<file path="src/rtl/logic_gate_unit.sv">
// Bitwise logic unit with a DEPTH-entry result FIFO and valid/ready handshakes on both sides.
// A request is evaluated on the edge it is accepted.
// The result, with its error bit, is written into the FIFO tail on that same edge.
// Optional feature: define LOGIC_GATE_UNIT_COUNT_EN to add the 16-bit result_cnt output.
// result_cnt counts pops and wraps from 65535 to 0.
module logic_gate_unit #(
    parameter int unsigned WIDTH = 8,
    parameter int unsigned DEPTH = 4
) (
    input  logic             clk,
    input  logic             rst_n,
    input  logic             in_valid,
    output logic             in_ready,
    input  logic [2:0]       op,
    input  logic [WIDTH-1:0] a,
    input  logic [WIDTH-1:0] b,
    output logic             out_valid,
    input  logic             out_ready,
    output logic [WIDTH-1:0] y,
    output logic             out_err
`ifdef LOGIC_GATE_UNIT_COUNT_EN
    ,
    output logic [15:0]      result_cnt
`endif
);

    localparam int unsigned PW = $clog2(DEPTH);
    localparam int unsigned CW = $clog2(DEPTH) + 1;

    logic [WIDTH-1:0] data_q [DEPTH];
    logic [DEPTH-1:0] err_q;
    logic [PW-1:0]    wr_ptr_q;
    logic [PW-1:0]    rd_ptr_q;
    logic [CW-1:0]    count_q;
    logic [CW-1:0]    count_d;
    // Held low through reset so in_ready only rises on the first edge after release.
    logic             live_q;

    logic             push;
    logic             pop;
    logic [WIDTH-1:0] result;
    logic             result_err;

    // Decode the requested bitwise operation; OP=7 yields zero and flags an error.
    always_comb begin
        result     = '0;
        result_err = 1'b0;
        case (op)
            3'd0:    result = a & b;
            3'd1:    result = a | b;
            3'd2:    result = a ^ b;
            3'd3:    result = ~(a & b);
            3'd4:    result = ~(a | b);
            3'd5:    result = ~(a ^ b);
            3'd6:    result = ~a;
            default: result_err = 1'b1;
        endcase
    end

    // in_ready depends only on registered state, never on out_ready.
    assign in_ready  = live_q && (count_q < CW'(DEPTH));
    assign out_valid = (count_q != '0);
    assign push      = in_valid && in_ready;
    assign pop       = out_valid && out_ready;
    assign y         = out_valid ? data_q[rd_ptr_q] : '0;
    assign out_err   = out_valid & err_q[rd_ptr_q];

    // Occupancy next state: a simultaneous push and pop leaves it unchanged.
    always_comb begin
        count_d = count_q;
        case ({push, pop})
            2'b10:   count_d = count_q + CW'(1);
            2'b01:   count_d = count_q - CW'(1);
            default: count_d = count_q;
        endcase
    end

    // FIFO storage, pointers and occupancy; reset discards every entry at once.
    always_ff @(posedge clk or negedge rst_n) begin
        if (!rst_n) begin
            for (int i = 0; i < DEPTH; i++) begin
                data_q[i] <= '0;
            end
            err_q    <= '0;
            wr_ptr_q <= '0;
            rd_ptr_q <= '0;
            count_q  <= '0;
            live_q   <= 1'b0;
        end else begin
            live_q  <= 1'b1;
            count_q <= count_d;
            if (push) begin
                data_q[wr_ptr_q] <= result;
                err_q[wr_ptr_q]  <= result_err;
                // DEPTH is a power of two, so the pointer wraps naturally.
                wr_ptr_q         <= wr_ptr_q + 1'b1;
            end
            if (pop) begin
                rd_ptr_q <= rd_ptr_q + 1'b1;
            end
        end
    end

`ifdef LOGIC_GATE_UNIT_COUNT_EN
    logic [15:0] cnt_q;

    // Count delivered results; the 16-bit register wraps to 0 after 65535.
    always_ff @(posedge clk or negedge rst_n) begin
        if (!rst_n) begin
            cnt_q <= '0;
        end else if (pop) begin
            cnt_q <= cnt_q + 16'd1;
        end
    end

    assign result_cnt = cnt_q;
`endif

endmodule
</file>
<file path="config.mk">
export PLATFORM = sky130hd
export DESIGN_NAME = logic_gate_unit
export DESIGN_NICKNAME = d
export VERILOG_FILES = /design/src/rtl/logic_gate_unit.sv
export SDC_FILE = /design/constraint.sdc
export NUM_CORES = 1
export LEC_CHECK = 0
export ABC_CLOCK_PERIOD_IN_PS = 6000
export CAP_MARGIN = 5
export CORE_MARGIN = 5
export CORE_UTILIZATION = 38
export DETAILED_ROUTE_END_ITERATION = 6
export PLACE_DENSITY = 0.61
export SETUP_SLACK_MARGIN = 0.02
export SYNTH_ARGS = -nofsm -noshare
export SYNTH_HDL_FRONTEND = slang
export SYNTH_SLANG_ARGS = --single-unit
</file>
<file path="constraint.sdc">
create_clock -name clk -period 6 [get_ports clk]
set_clock_uncertainty 0.1 [all_clocks]
set_input_delay 1.2 -clock clk [delete_from_list [all_inputs] [get_ports clk]]
set_output_delay 1.2 -clock clk [all_outputs]
set_load 0.005 [all_outputs]
</file>
* Word-level counts from Yosys, hierarchy flattened
Cells that the tools add are included.
Cells by class: bitwise logic cells 10, mux-type cells 15, reduce and logical (&&, ||, !) cells 9, $lt $le $gt $ge 7, equal/unequal tests 8, add/sub/neg operators 4
Operator list (count):
- $pmux W8 S7 | 1
- $bwmux W32 | 1
- $mux W8 | 4
- $not A8 Y8 | 4
- $bmux W8 S2 | 1
- $demux W8 S2 | 1
- $eq A3 B3 Y1 const B | 3
- $and A8 B8 Y8 | 1
- $or A8 B8 Y8 | 1
- $xor A8 B8 Y8 | 1
- $reduce_or A7 Y1 | 1
- $eq A3 B2 Y1 const B | 2
- $ge A3 B3 Y1 const B | 2
- $lt A2 B3 Y1 const B | 2
- $not A2 Y3 | 2
- $pmux W3 S2 | 1
- $logic_and A1 B1 Y1 | 5
- $add A2 B1 Y2 const B | 2
- $bwmux W4 | 1
- $add A3 B1 Y3 const B | 1
- $eq A3 B1 Y1 const B | 1
- $logic_not A3 Y1 | 1
- $lt A3 B1 Y1 const B | 1
- $lt A3 B3 Y1 const B | 1
- other kinds (10) | 12
Storage, ports and cells: input bits 23, register bits 44, logic and storage cells 62

* Logic depth before layout (Yosys ltp)
depth in word-level cells 6, mapped depth 9, mapped depth without buffers 8

* Worst setup path before layout
Ideal clock, no wire load.
path type input port to flip-flop, start in in_valid, end reg count_q[2], slack 3297 ps, buffers on the path 1, data arrival time 2524 ps, stages on the path 9, data required time 5821 ps, cells stage by stage and3b_1 buf_2 inv_1 ha_1 inv_1 fa_1 xor2_1 nor2_1 xor2_1
Between the ends: cells in the longest elaborated chain, start to end 3
RTL lines:
- start: declaration | line 12 | input logic in_valid,
- $logic_and A1 B1 Y1 (*) | line 63 | assign push = in_valid && in_ready;
- $eq A2 B1 Y1 or $eq A2 B2 Y1 (tied branches) | line 71 | case ({push, pop})
- $pmux W3 S2 or $reduce_bool A2 Y1 (tied branches)
- end signal: assignment | line 91 | count_q <= count_d;
- end: declaration | line 34 | logic [CW-1:0] count_q;
Every way passes the cells marked *; elsewhere a longest branch is shown, timed or not. A chain may end at the register's enable or synchronous reset.

* Worst setup path in the final report
start reg rd_ptr_q[0], end out y[0]
Between the ends: cells in the longest elaborated chain, start to end 5
RTL lines:
- start: declaration | line 33 | logic [PW-1:0] rd_ptr_q;
- start signal: assignment | line 99 | rd_ptr_q <= rd_ptr_q + 1'b1;
- $not A2 Y3 (not written as such) | line 65 | assign y = out_valid ? data_q[rd_ptr_q] : '0;
- $bmux W8 S2 | line 65
- $mux W8 (not written as such) (2 in series) | line 65
- $mux W8 | line 65
- end: declaration | line 19 | output logic [WIDTH-1:0] y,
Every way passes these cells. The select of a mux whose other input is x is not followed.

==> run summary <==
The flow ran to the end, and the final reports show no timing, DRC or antenna violations. The distinct cell type count after synthesis is 45. CTS built an H-tree with a depth of 2.

The sum of net half-perimeters after detailed placement is approximately 4 mm. The floorplan step set the die height to 97.2 µm. The final instance area came out at between 3000 and 4000 µm². Entering global routing, the biggest net connects 45 pins. The total core area is 7330 µm². The synthesized design contains 0 enable-type register cells. The kind of end point of the critical path is an output pin. After technology mapping, the gate count stands at 284. The hold violation count in the final report is 0. Among all flip-flop cells after synthesis, the most frequent one is dfrtp_1.

For this design the ratio of total power to cell area is between 300 and 400 nW/µm². The sequential area share after synthesis is 0.381. By area the synthesized netlist is led by dfrtp_1, ha_1, mux4_2. The number of max-capacitance violations reported is 0. Derived from the worst setup path, the maximum achievable clock frequency is 0.280 GHz. The worst hold path cell count is 2. The maximum clock insertion buffer count came out at 2. The setup check on the worst reg-to-reg path leaves a slack of 3770 ps. The startpoint identified for the worst register-to-register timing path is count_q[1]$_DFFE_PN0P_. The number of buffers inserted to repair setup after CTS is 0. The number of DRC markers in iteration 0 is 69. The startpoint class of the critical path is a flop. For this run, the detailed router's first-pass iteration total came to 6. The worst slack on hold paths is 376 ps. The number of antenna diodes in the final layout is 0. The slew at the pin with the worst max-slew slack came out at 1130 ps. Leaving out fill and tap cells, the most frequent cell in the layout is dfrtp_1. In this run the static leakage power is between 1.5 and 2 nW. The share of the synthesized area in the top cell type came out at 0.381. The via count of the first global-routing pass came out at ~2100.

The total negative slack for setup checks is 0 ps. The net count after synthesis is 329. The critical path ends at y[0]. The standard cell area after detailed placement came out at about 3200 µm². The number of I/O port buffers is 33.

In this run the remaining antenna-violating nets after routing total 0. The via density per instance is between 5 and 6. The combined area of all synthesized cells is about 2900 µm². The post-synthesis cell type with the largest combined area is dfrtp_1. The reg-to-reg critical path endpoint is count_q[2]$_DFFE_PN0P_. The class of the tightest hold or removal check is flop to flop. The number of slew-limit violations in the final report came out at 0.

The die outline area is between 9000 and 10000 µm². The wire length of the first global-routing pass came out at between 9 and 10 mm. The clock-pin slew on the worst setup and hold paths came out at 80 ps. The starting density of the core is 0.394. The wire length reported by the detailed router came out at between 5 and 6 mm. Subtracting the final worst setup slack from the clock period gives approximately 3600 ps. The number of inserted filler cells in the final layout came out at 691.

In this run the worst path has a maximum fanout of 11. The total number of vias is between 2000 and 2500. The detail-routed net length per standard cell is roughly 14 µm. The count of clock tree sinks came out at 44. Across the VDD grid, the largest voltage drop is around 0.19 mV. The cell sitting at the root of the clock tree is a clkbuf_8. The global placer's final weighted congestion came out at just over 0.7. Data on the critical path is required at its endpoint by 4700 ps. After floorplanning, the core was divided into 31 placement rows. The Yosys warning count came out at 0. The remaining global-route overflow is 0. Averaged over all synthesized cells, the footprint is between 10 and 15 µm². The overall fraction of global-route tracks in use is 0.127.

The later-pin clock latency in the skew report came out at 290 ps. The critical path starts at rd_ptr_q[0]$_DFFE_PN0P_. The number of gates given a new drive strength after cts is 0. Hold repair after CTS inserted 0 buffers. From synthesis to final layout, the design area changed by 15.4%. The CTS buffer count is 5. Setup violations remaining at the end of the flow were counted as 0. In the final design database the tool counted between 300 and 400 nets. From left edge to right edge, the die measures 97.2 µm. The initial antenna violation count came out at 0. The ratio of cells with drive above 1 in the final layout came out at 0.134. The count of non-filler cells in the finished layout is approximately 400. The number of register bits inferred by synthesis is 44. Measured against its own limit, the worst slew margin works out to 0.243. Of the available clock period, the critical path in the final layout requires 0.595.

The total instance count after detailed placement came out at approximately 400. The worst setup path is of the flop to output pin kind. The count of cells along the worst register-to-register path is 8. During I/O placement, the number of pins put on the boundary was 34.

The arrival time reported for the critical path endpoint is between 2000 and 2500 ps. In the layout the commonest cells are dfrtp_1, nand2_1, clkdlybuf4s50_1. Setup repair after global routing left no endpoint under its margin. The DRC violations left came out at 0.

TritonCTS built the clock tree. After synthesis, the share of flip-flops with an asynchronous set or reset is 1.00.
## worst min path at each step
stage                                      start                      to  slack, ps
after floorplan             err_q[0]$_DFFE_PN0P_    err_q[0]$_DFFE_PN0P_        350
after global placement    data_q[13]$_DFFE_PN0P_  data_q[13]$_DFFE_PN0P_        360
after detailed placement  data_q[13]$_DFFE_PN0P_  data_q[13]$_DFFE_PN0P_        360
after CTS                 data_q[13]$_DFFE_PN0P_  data_q[13]$_DFFE_PN0P_        380
after global routing      data_q[21]$_DFFE_PN0P_  data_q[21]$_DFFE_PN0P_        390
final                     data_q[29]$_DFFE_PN0P_  data_q[29]$_DFFE_PN0P_        380
## power breakdown
| part | switching (mW) | internal [mW] | leakage, nW | total (mW) |
|---|---|---|---|---|
| Clock | 0.0928 | 0.103 | 0.0503 | 0.195 |
| Sequential | 0.104 | 0.430 | 0.560 | 0.534 |
| Combinational | 0.225 | 0.324 | 0.916 | 0.549 |
| Total | 0.422 | 0.856 | 1.53 | 1.28 |
## state kept, by name (all words and copies together), names as in the netlist
name	count
wr_ptr_q	2
live_q	1
rd_ptr_q	2
err_q	4
count_q	3
data_q	32
## area by class of cell
class | count | area (µm²) | area share
multi-input cells | 199 | 1600 | 0.480
inverters | 24 | 90.1 | 0.0270
repair buffers | 33 | 325 | 0.0975
well taps | 99 | 124 | 0.0371
flip-flops and latches | 44 | 1100 | 0.330
clock buffers | 7 | 96.3 | 0.0289
## per-layer routing
metal	track usage	vias to the layer above	wire length, µm
li1	-	1042	-
met1	0.175	969	2610
met2	0.204	40	2770
met3	0.0330	6	222
met4	0.0256	0	51
met5	0	-	0
## synth_stat cells (3+ instances only)
cell	instances
mux4_2	9
o21ai_2	12
buf_2	11
ha_1	21
a211oi_2	3
clkbuf_1	3
o21ai_1	26
nand2b_1	6
and2_1	10
xnor2_1	3
o31a_4	3
xor2_1	3
buf_6	3
dfrtp_1	44
inv_1	23
o21ai_0	3
nand2_1	43
mux2i_1	9
a21oi_1	6
o211a_1	4
nor4bb_1	8
nor2b_1	3
## kinds of logic (layout without fill, tap and decap cells)
kind of cell,count (synthesis),after routing,synth area share
other cells,1,1,0.00130
xor+xnor,6,6,0.0182
simple gates,84,84,0.159
compound gates,68,68,0.176
buf+inv,41,64,0.0658
flops,44,44,0.381
fa+ha+maj,22,22,0.0978
mux,18,18,0.101
## critical path, cell delays in order (launching register included)
cell and delay, ps:
dfrtp_1 760, mux4_2 610, and2_1 180, clkdlybuf4s50_1 440
## metrics by stage
step | util | power, mW | setup WS [ps]
2_1_floorplan | - | 0.889 | 3300
3_3_place_gp | 0.442 | 1.09 | 2410
3_5_place_dp | 0.442 | 1.10 | 2320
4_1_cts | 0.455 | 1.30 | 2360
5_1_grt | 0.455 | 1.40 | 2230
6_report | 0.455 | 1.28 | 2430
(Power assumes the default switching activity.)
==> patch 1, RTL diff (same flow settings) <==
The parameter `DEPTH` goes from 4 to 8.
--- a/src/rtl/logic_gate_unit.sv
+++ b/src/rtl/logic_gate_unit.sv
@@ -5,7 +5,7 @@
 // result_cnt counts pops and wraps from 65535 to 0.
 module logic_gate_unit #(
     parameter int unsigned WIDTH = 8,
-    parameter int unsigned DEPTH = 4
+    parameter int unsigned DEPTH = 8
 ) (
     input  logic             clk,
     input  logic             rst_n,
Formal check against the unedited RTL: not equivalent (Yosys sat finds a counterexample within 10 cycles, from zero or initial values and one cycle with rst_n low).
==> patch 1 against the original RTL <==
Sequential cell count up 39; worst setup slack lost 0.38 ns; power grew 90%; combinational power is 56% higher; non-clock buffer count rose by 1; global-route usage is 1.4 points higher; area after synthesis grew 60%; core utilization fell by 0.68 points; count of clock-buffer cells in the layout is 4 higher; cell area is 61% higher; wire length up 70%; first-iteration DRC count grew 42%; largest cell class unchanged.
==> patch 1: results (changes against the original RTL) <==
| Metric | Value |
|---|---|
| Status | finished clean (unchanged) |
| Post-Synth Adder-Cell Area | 5.671% (was 9.779%) |
| Iteration-0 DRC count of the detailed router | 98 (was 69) |
| Placer Congestion | 0.7756 (was 0.7162) |
| First-pass GRT wire length | 16150 µm (was 9998 µm) |
| Worst min path class | flip-flop to flip-flop (unchanged) |
| Share of layout cells above drive strength 1 | 23.42% (was 13.36%) |
| Layout Nets | 467 (was 352) |
| Fin. Hold Viols | 0 (unchanged) |
| Vias in the first global route | 3133 (was 2062) |
| FFs w/ async S/R, synth | 100.0% (unchanged) |
| Leakage | 2.388 nW (was 1.526 nW) |
| Port Buffers | 33 (unchanged) |
| Total grt overflow | 0 (unchanged) |
| Mux cell area share after synthesis | 25.36% (was 10.13%) |
| Synth warnings | 0 (unchanged) |
| Crit path max fanout | 11 (unchanged) |
| Post-CTS sizing | 0 (unchanged) |
| Ranking of synthesized cells by area | dfrtp_1 (45%), mux2_2 (12%), mux4_2 (8.7%), ha_1 (5.7%), mux2i_1 (3.9%) (was dfrtp_1 (38%), ha_1 (9.1%), mux4_2 (7.0%), nand2_1 (5.6%), o21ai_1 (4.5%)) |
| Compound-cell area share of the yosys netlist | 7.291% (was 17.61%) |
| Placed cell area | 5055 µm² (was 3241 µm²) |
| Number of inserted diodes | 0 (unchanged) |
| Synth cell types | 47 (was 45) |
| First-pass DRT Iterations | 4 (was 6) |
| Fillcell total | 1106 (was 691) |
| CTS H-Tree Depth | 3 (was 2) |
| Total track usage | 14.14% (was 12.72%) |
| Sequential area share after synthesis | 44.83% (was 38.08%) |
| Met2 routed WL | 4901 µm (was 2769 µm) |
| M1 WL | 4293 µm (was 2613 µm) |
| Top cells by count, synth | dfrtp_1 (83), mux2_2 (51), nand2_1 (29), nor2_1 (27), o21ai_0 (26) (was dfrtp_1 (44), nand2_1 (43), o21ai_1 (26), inv_1 (23), ha_1 (21)) |
| Fraction of synthesized cell area in xor and xnor cells | 1.701% (was 1.817%) |
| Worst EP arrival | 2.65 ns (was 2.27 ns) |
| Biggest regs | data_q x64, err_q x8, count_q x4 (was data_q x32, err_q x4, count_q x3) |
| Top Layer Used | met4 (unchanged) |
| Met3 wire length | 265 µm (was 222 µm) |
| Peak supply drop | 0.2265 mV (was 0.1850 mV) |
| CTS buffer count | 9 (was 5) |
| Postcts setup bufs | 0 (unchanged) |
| Slew @ Worst Pin | 1.077 ns (was 1.132 ns) |
| Worst-skew pair later-pin latency | 0.32 ns (was 0.29 ns) |
| Syn Nets | 439 (was 329) |
| Routed WL | 9642 µm (was 5656 µm) |
| Vias per cell | 5.352 (was 5.067) |
| Clock root buffer | clkbuf_16 (was clkbuf_8) |
| Initial antenna violation count | 0 (unchanged) |
| Clk slew on worst S/H paths | 0.06 ns (was 0.08 ns) |
| DP HPWL | 6752 µm (was 4038 µm) |
| Largest net degree at the start of global routing | 84 (was 45) |
| Largest buffer count on any clock path | 2 (unchanged) |
[patch 1: worst paths after layout]
check	from	end	slack, ns	depth (start not counted)
min in group asynchronous	rst_n	data_q[16]	0.96	1
max	rd_ptr_q[0]	y[7]	2.05	5
max reg2reg	count_q[0]	count_q[2]	3.18	10
min reg2reg	data_q[32]	data_q[32]	0.37	2
max in group asynchronous	rst_n	data_q[17]	4.18	1
min	data_q[32]	data_q[32]	0.37	2
[patch 1: layout make-up]
type                       count  area (µm²)  area share, %
clock inverter                 4       76.32          1.423
inverter                      21       78.83          1.470
timing repair buffer          34       335.3          6.251
tap                          147       183.9          3.429
multi-input combinational    274        2380          44.37
sequential                    83        2077          38.72
clock buffer                  11       232.7          4.339
[patch 1: kinds of logic after synthesis]
family          count (synthesis)
xor+xnor                        9
other cells                     1
flops                          83
compound gates                 56
buf+inv                        38
fa+ha+maj                      21
mux                            88
simple gates                   99
[patch 1: metrics by stage]
stage	hold slack, ns	std cells	worst slack [ns]
after floorplan	0.3441	395	3.156
after detailed placement	0.3656	559	2.158
after CTS	0.3782	574	1.935
after global routing	0.4014	574	1.846
final	0.3712	574	2.050
after global placement	0.3565	559	2.273
[patch 1: power by group]
group | total (W) | internal, W | switching (W)
logic | 0.000854 | 0.000538 | 0.000316
clock network | 0.000568 | 0.000363 | 0.000205
registers | 0.00101 | 0.000796 | 0.000215
total | 0.00243 | 0.00170 | 0.000736
[patch 1: layer usage]
layer  GRT usage (%)  up-vias
li1                -     1467
met1           17.99     1541
met2           24.24       43
met3           2.993       21
met4           4.249        0
met5               0        -
[patch 1: critical path: stages, from the launching register on]
cell,delay [ns]
dfrtp_1,0.70
buf_4,0.36
mux4_2,0.53
mux2i_1,0.20
nor2_1,0.06
clkdlybuf4s50_1,0.47
==> patch 2, RTL diff (same settings) <==
Without the edit above. Register the output `out_err`, without a reset; this adds one clock of latency there. The other outputs are not delayed to match.
--- a/src/rtl/logic_gate_unit.sv
+++ b/src/rtl/logic_gate_unit.sv
@@ -63,7 +63,9 @@
     assign push      = in_valid && in_ready;
     assign pop       = out_valid && out_ready;
     assign y         = out_valid ? data_q[rd_ptr_q] : '0;
-    assign out_err   = out_valid & err_q[rd_ptr_q];
+    always_ff @(posedge clk) begin
+        out_err <= out_valid & err_q[rd_ptr_q];
+    end
 
     // Occupancy next state: a simultaneous push and pop leaves it unchanged.
     always_comb begin
Check against the original RTL: not equivalent (a bounded check fails within 4 cycles, from zero or initial values and one cycle with rst_n low).
==> patch 2 against the original RTL <==
Count of clock-buffer cells in the layout fell by 1; via count fell by 0.19%; final cell count rose by 1.2%; area after synthesis rose by 0.69%; cell area rose by 0.30%; worst setup slack got worse by 0.055 ns; combinational power fell by 0.9%; sequential share of layout area rose by 0.50 points; power fell by 0.58%; worst hold slack improved by 0.0053 ns; sequential cell count rose by 1; wire length rose by 3.0%; sequential power rose by 1%; core utilization fell by 1.5 points; largest cell class unchanged.
==> patch 2: results (changes against the original RTL) <==
| Metric | Value |
|---|---|
| Routed WL | 5825 µm (was 5656 µm) |
| Top reg by flops | data_q (unchanged) |
| First-pass GRT wire length | 10140 µm (was 9998 µm) |
| Sequential area share after synthesis | 38.50% (was 38.08%) |
| Status | finished clean (unchanged) |
| Share of layout cells above drive strength 1 | 13.27% (was 13.36%) |
| Worst-skew pair later-pin latency | 0.30 ns |
| CTS H-Tree Depth | 2 (unchanged) |
| Crit path max fanout | 11 (unchanged) |
| Placed cell area | 3264 µm² (was 3241 µm²) |
| Rel. slew slack | 21.31% (was 24.29%) |
| Largest net degree at the start of global routing | 45 (unchanged) |
| Top cells by count, synth | dfrtp_1 (44), nand2_1 (43), o21ai_1 (26), inv_1 (23), ha_1 (21) (unchanged) |
| Clock root buffer | clkbuf_8 (unchanged) |
| EDFF count, synth | 0 (unchanged) |
| Number of inserted diodes | 0 (unchanged) |
| Port Buffers | 33 (unchanged) |
| Postcts setup bufs | 0 (unchanged) |
| First-pass DRT Iterations | 4 (was 6) |
| Syn Nets | 330 (was 329) |
| Final std cells w/o fill | 411 (was 406) |
| Int Power | 0.0008375 W (was 0.0008562 W) |
| Synth warnings | 0 (unchanged) |
| Met3 usage | 3.230% (was 3.302%) |
| Biggest regs | data_q x32, err_q x4, count_q x3 (unchanged) |
| M1 GR Usage | 16.94% (was 17.48%) |
| Leakage | 1.529 nW (was 1.526 nW) |
| Layout Nets | 353 (was 352) |
| Synth cell types | 46 (was 45) |
| Worst min path class | flip-flop to flip-flop (unchanged) |
| Iteration-0 DRC count of the detailed router | 65 (was 69) |
| DP HPWL | 4082 µm (was 4038 µm) |
| Via count | 2053 (was 2057) |
| FFs w/ async S/R, synth | 97.78% (was 100.0%) |
| Peak supply drop | 0.1527 mV (was 0.1850 mV) |
| Syn_area_per_cell | 10.22 µm² (was 10.18 µm²) |
| CTS buffer count | 5 (unchanged) |
| Post-CTS sizing | 0 (unchanged) |
| Reg2reg setup slack | 3.74 ns (was 3.77 ns) |
| M2 GR Usage | 21.35% (was 20.38%) |
| Post-Place Cells | 403 (was 399) |
| DP Worst Slack | 2.309 ns (was 2.321 ns) |
| Ranking of synthesized cells by area | dfrtp_1 (38%), ha_1 (9.0%), mux4_2 (7.0%), nand2_1 (5.5%), o21ai_1 (4.5%) (was dfrtp_1 (38%), ha_1 (9.1%), mux4_2 (7.0%), nand2_1 (5.6%), o21ai_1 (4.5%)) |
| Placer Congestion | 0.7290 (was 0.7162) |
| Largest buffer count on any clock path | 2 (unchanged) |
| Worst EP arrival | 2.33 ns (was 2.27 ns) |
| Initial antenna violation count | 0 (unchanged) |
| Total grt overflow | 0 (unchanged) |
| Clk slew on worst S/H paths | 0.08 ns (about the same) |
| Fmax | 275.8 MHz (was 280.1 MHz) |
| Top FF cell, synth | dfrtp_1 (unchanged) |
| Total track usage | 12.93% (was 12.72%) |
==> patch 2: cell count changes after synthesis <==
| cell | before | now |
|---|---|---|
| dfxtp_1 | 0 | 1 |
==> patch 2: critical path: stages, from the launching register on <==
cell	delay, ns
dfrtp_1	0.79
mux4_2	0.61
and2_1	0.18
clkdlybuf4s50_1	0.44
==> patch 2: metrics by stage <==
stage / util (%) / hold WS (ns)
4_1_cts: 44.00 / 0.3828
3_5_place_dp: 42.91 / 0.3642
3_3_place_gp: 42.91 / 0.3590
6_report: 44.00 / 0.3815
5_1_grt: 44.00 / 0.4075
2_1_floorplan: - / 0.3453
==> patch 2: logic make-up after synthesis <==
kind of cell | after synthesis | synth area share [%]
other | 1 | 0.1288
multiplexers | 18 | 10.06
XOR/XNOR | 6 | 1.805
buffers and inverters | 41 | 6.532
flip-flops | 45 | 38.50
AND/OR/NAND/NOR | 84 | 15.77
AO/OA/AOI/OAI | 68 | 17.49
adder cells (fa/ha/maj) | 22 | 9.712
==> patch 2: metal layers <==
metal / wire length [µm] / vias up
met5: 0 / -
met4: 52 / 0
met3: 145 / 6
met2: 2850 / 24
met1: 2777 / 984
li1: - / 1039
==> patch 2: area by class of cell <==
| class | instances | area [µm²] |
|---|---|---|
| sequential | 45 | 1121 |
| clock inverter | 2 | 10.01 |
| fill | 752 | 4260 |
| timing repair buffer | 33 | 325.3 |
| multi-input combinational | 199 | 1600 |
| tap | 102 | 127.6 |
| clock buffer | 6 | 72.57 |
| inverter | 24 | 90.09 |
==> patch 2: power by group through the flow <==
stage,Sequential (W),Combinational [W],Clock [W]
final,0.000542,0.000544,0.000185
after global routing,0.000565,0.000616,0.000202
after CTS,0.000545,0.000556,0.000191
after detailed placement,0.000551,0.000552,0
after global placement,0.000544,0.000542,0
after floorplan,0.000494,0.000403,0
==> patch 2: final timing paths <==
path,start,end,cells past startpoint
worst max-delay path,rd_ptr_q[0],y[3],3
worst min-delay path,err_q[0],err_q[0],2
worst max register to register,count_q[1],count_q[2],8
worst min register to register,err_q[0],err_q[0],2
max in group asynchronous,rst_n,wr_ptr_q[0],1
min in group asynchronous,rst_n,count_q[0],1
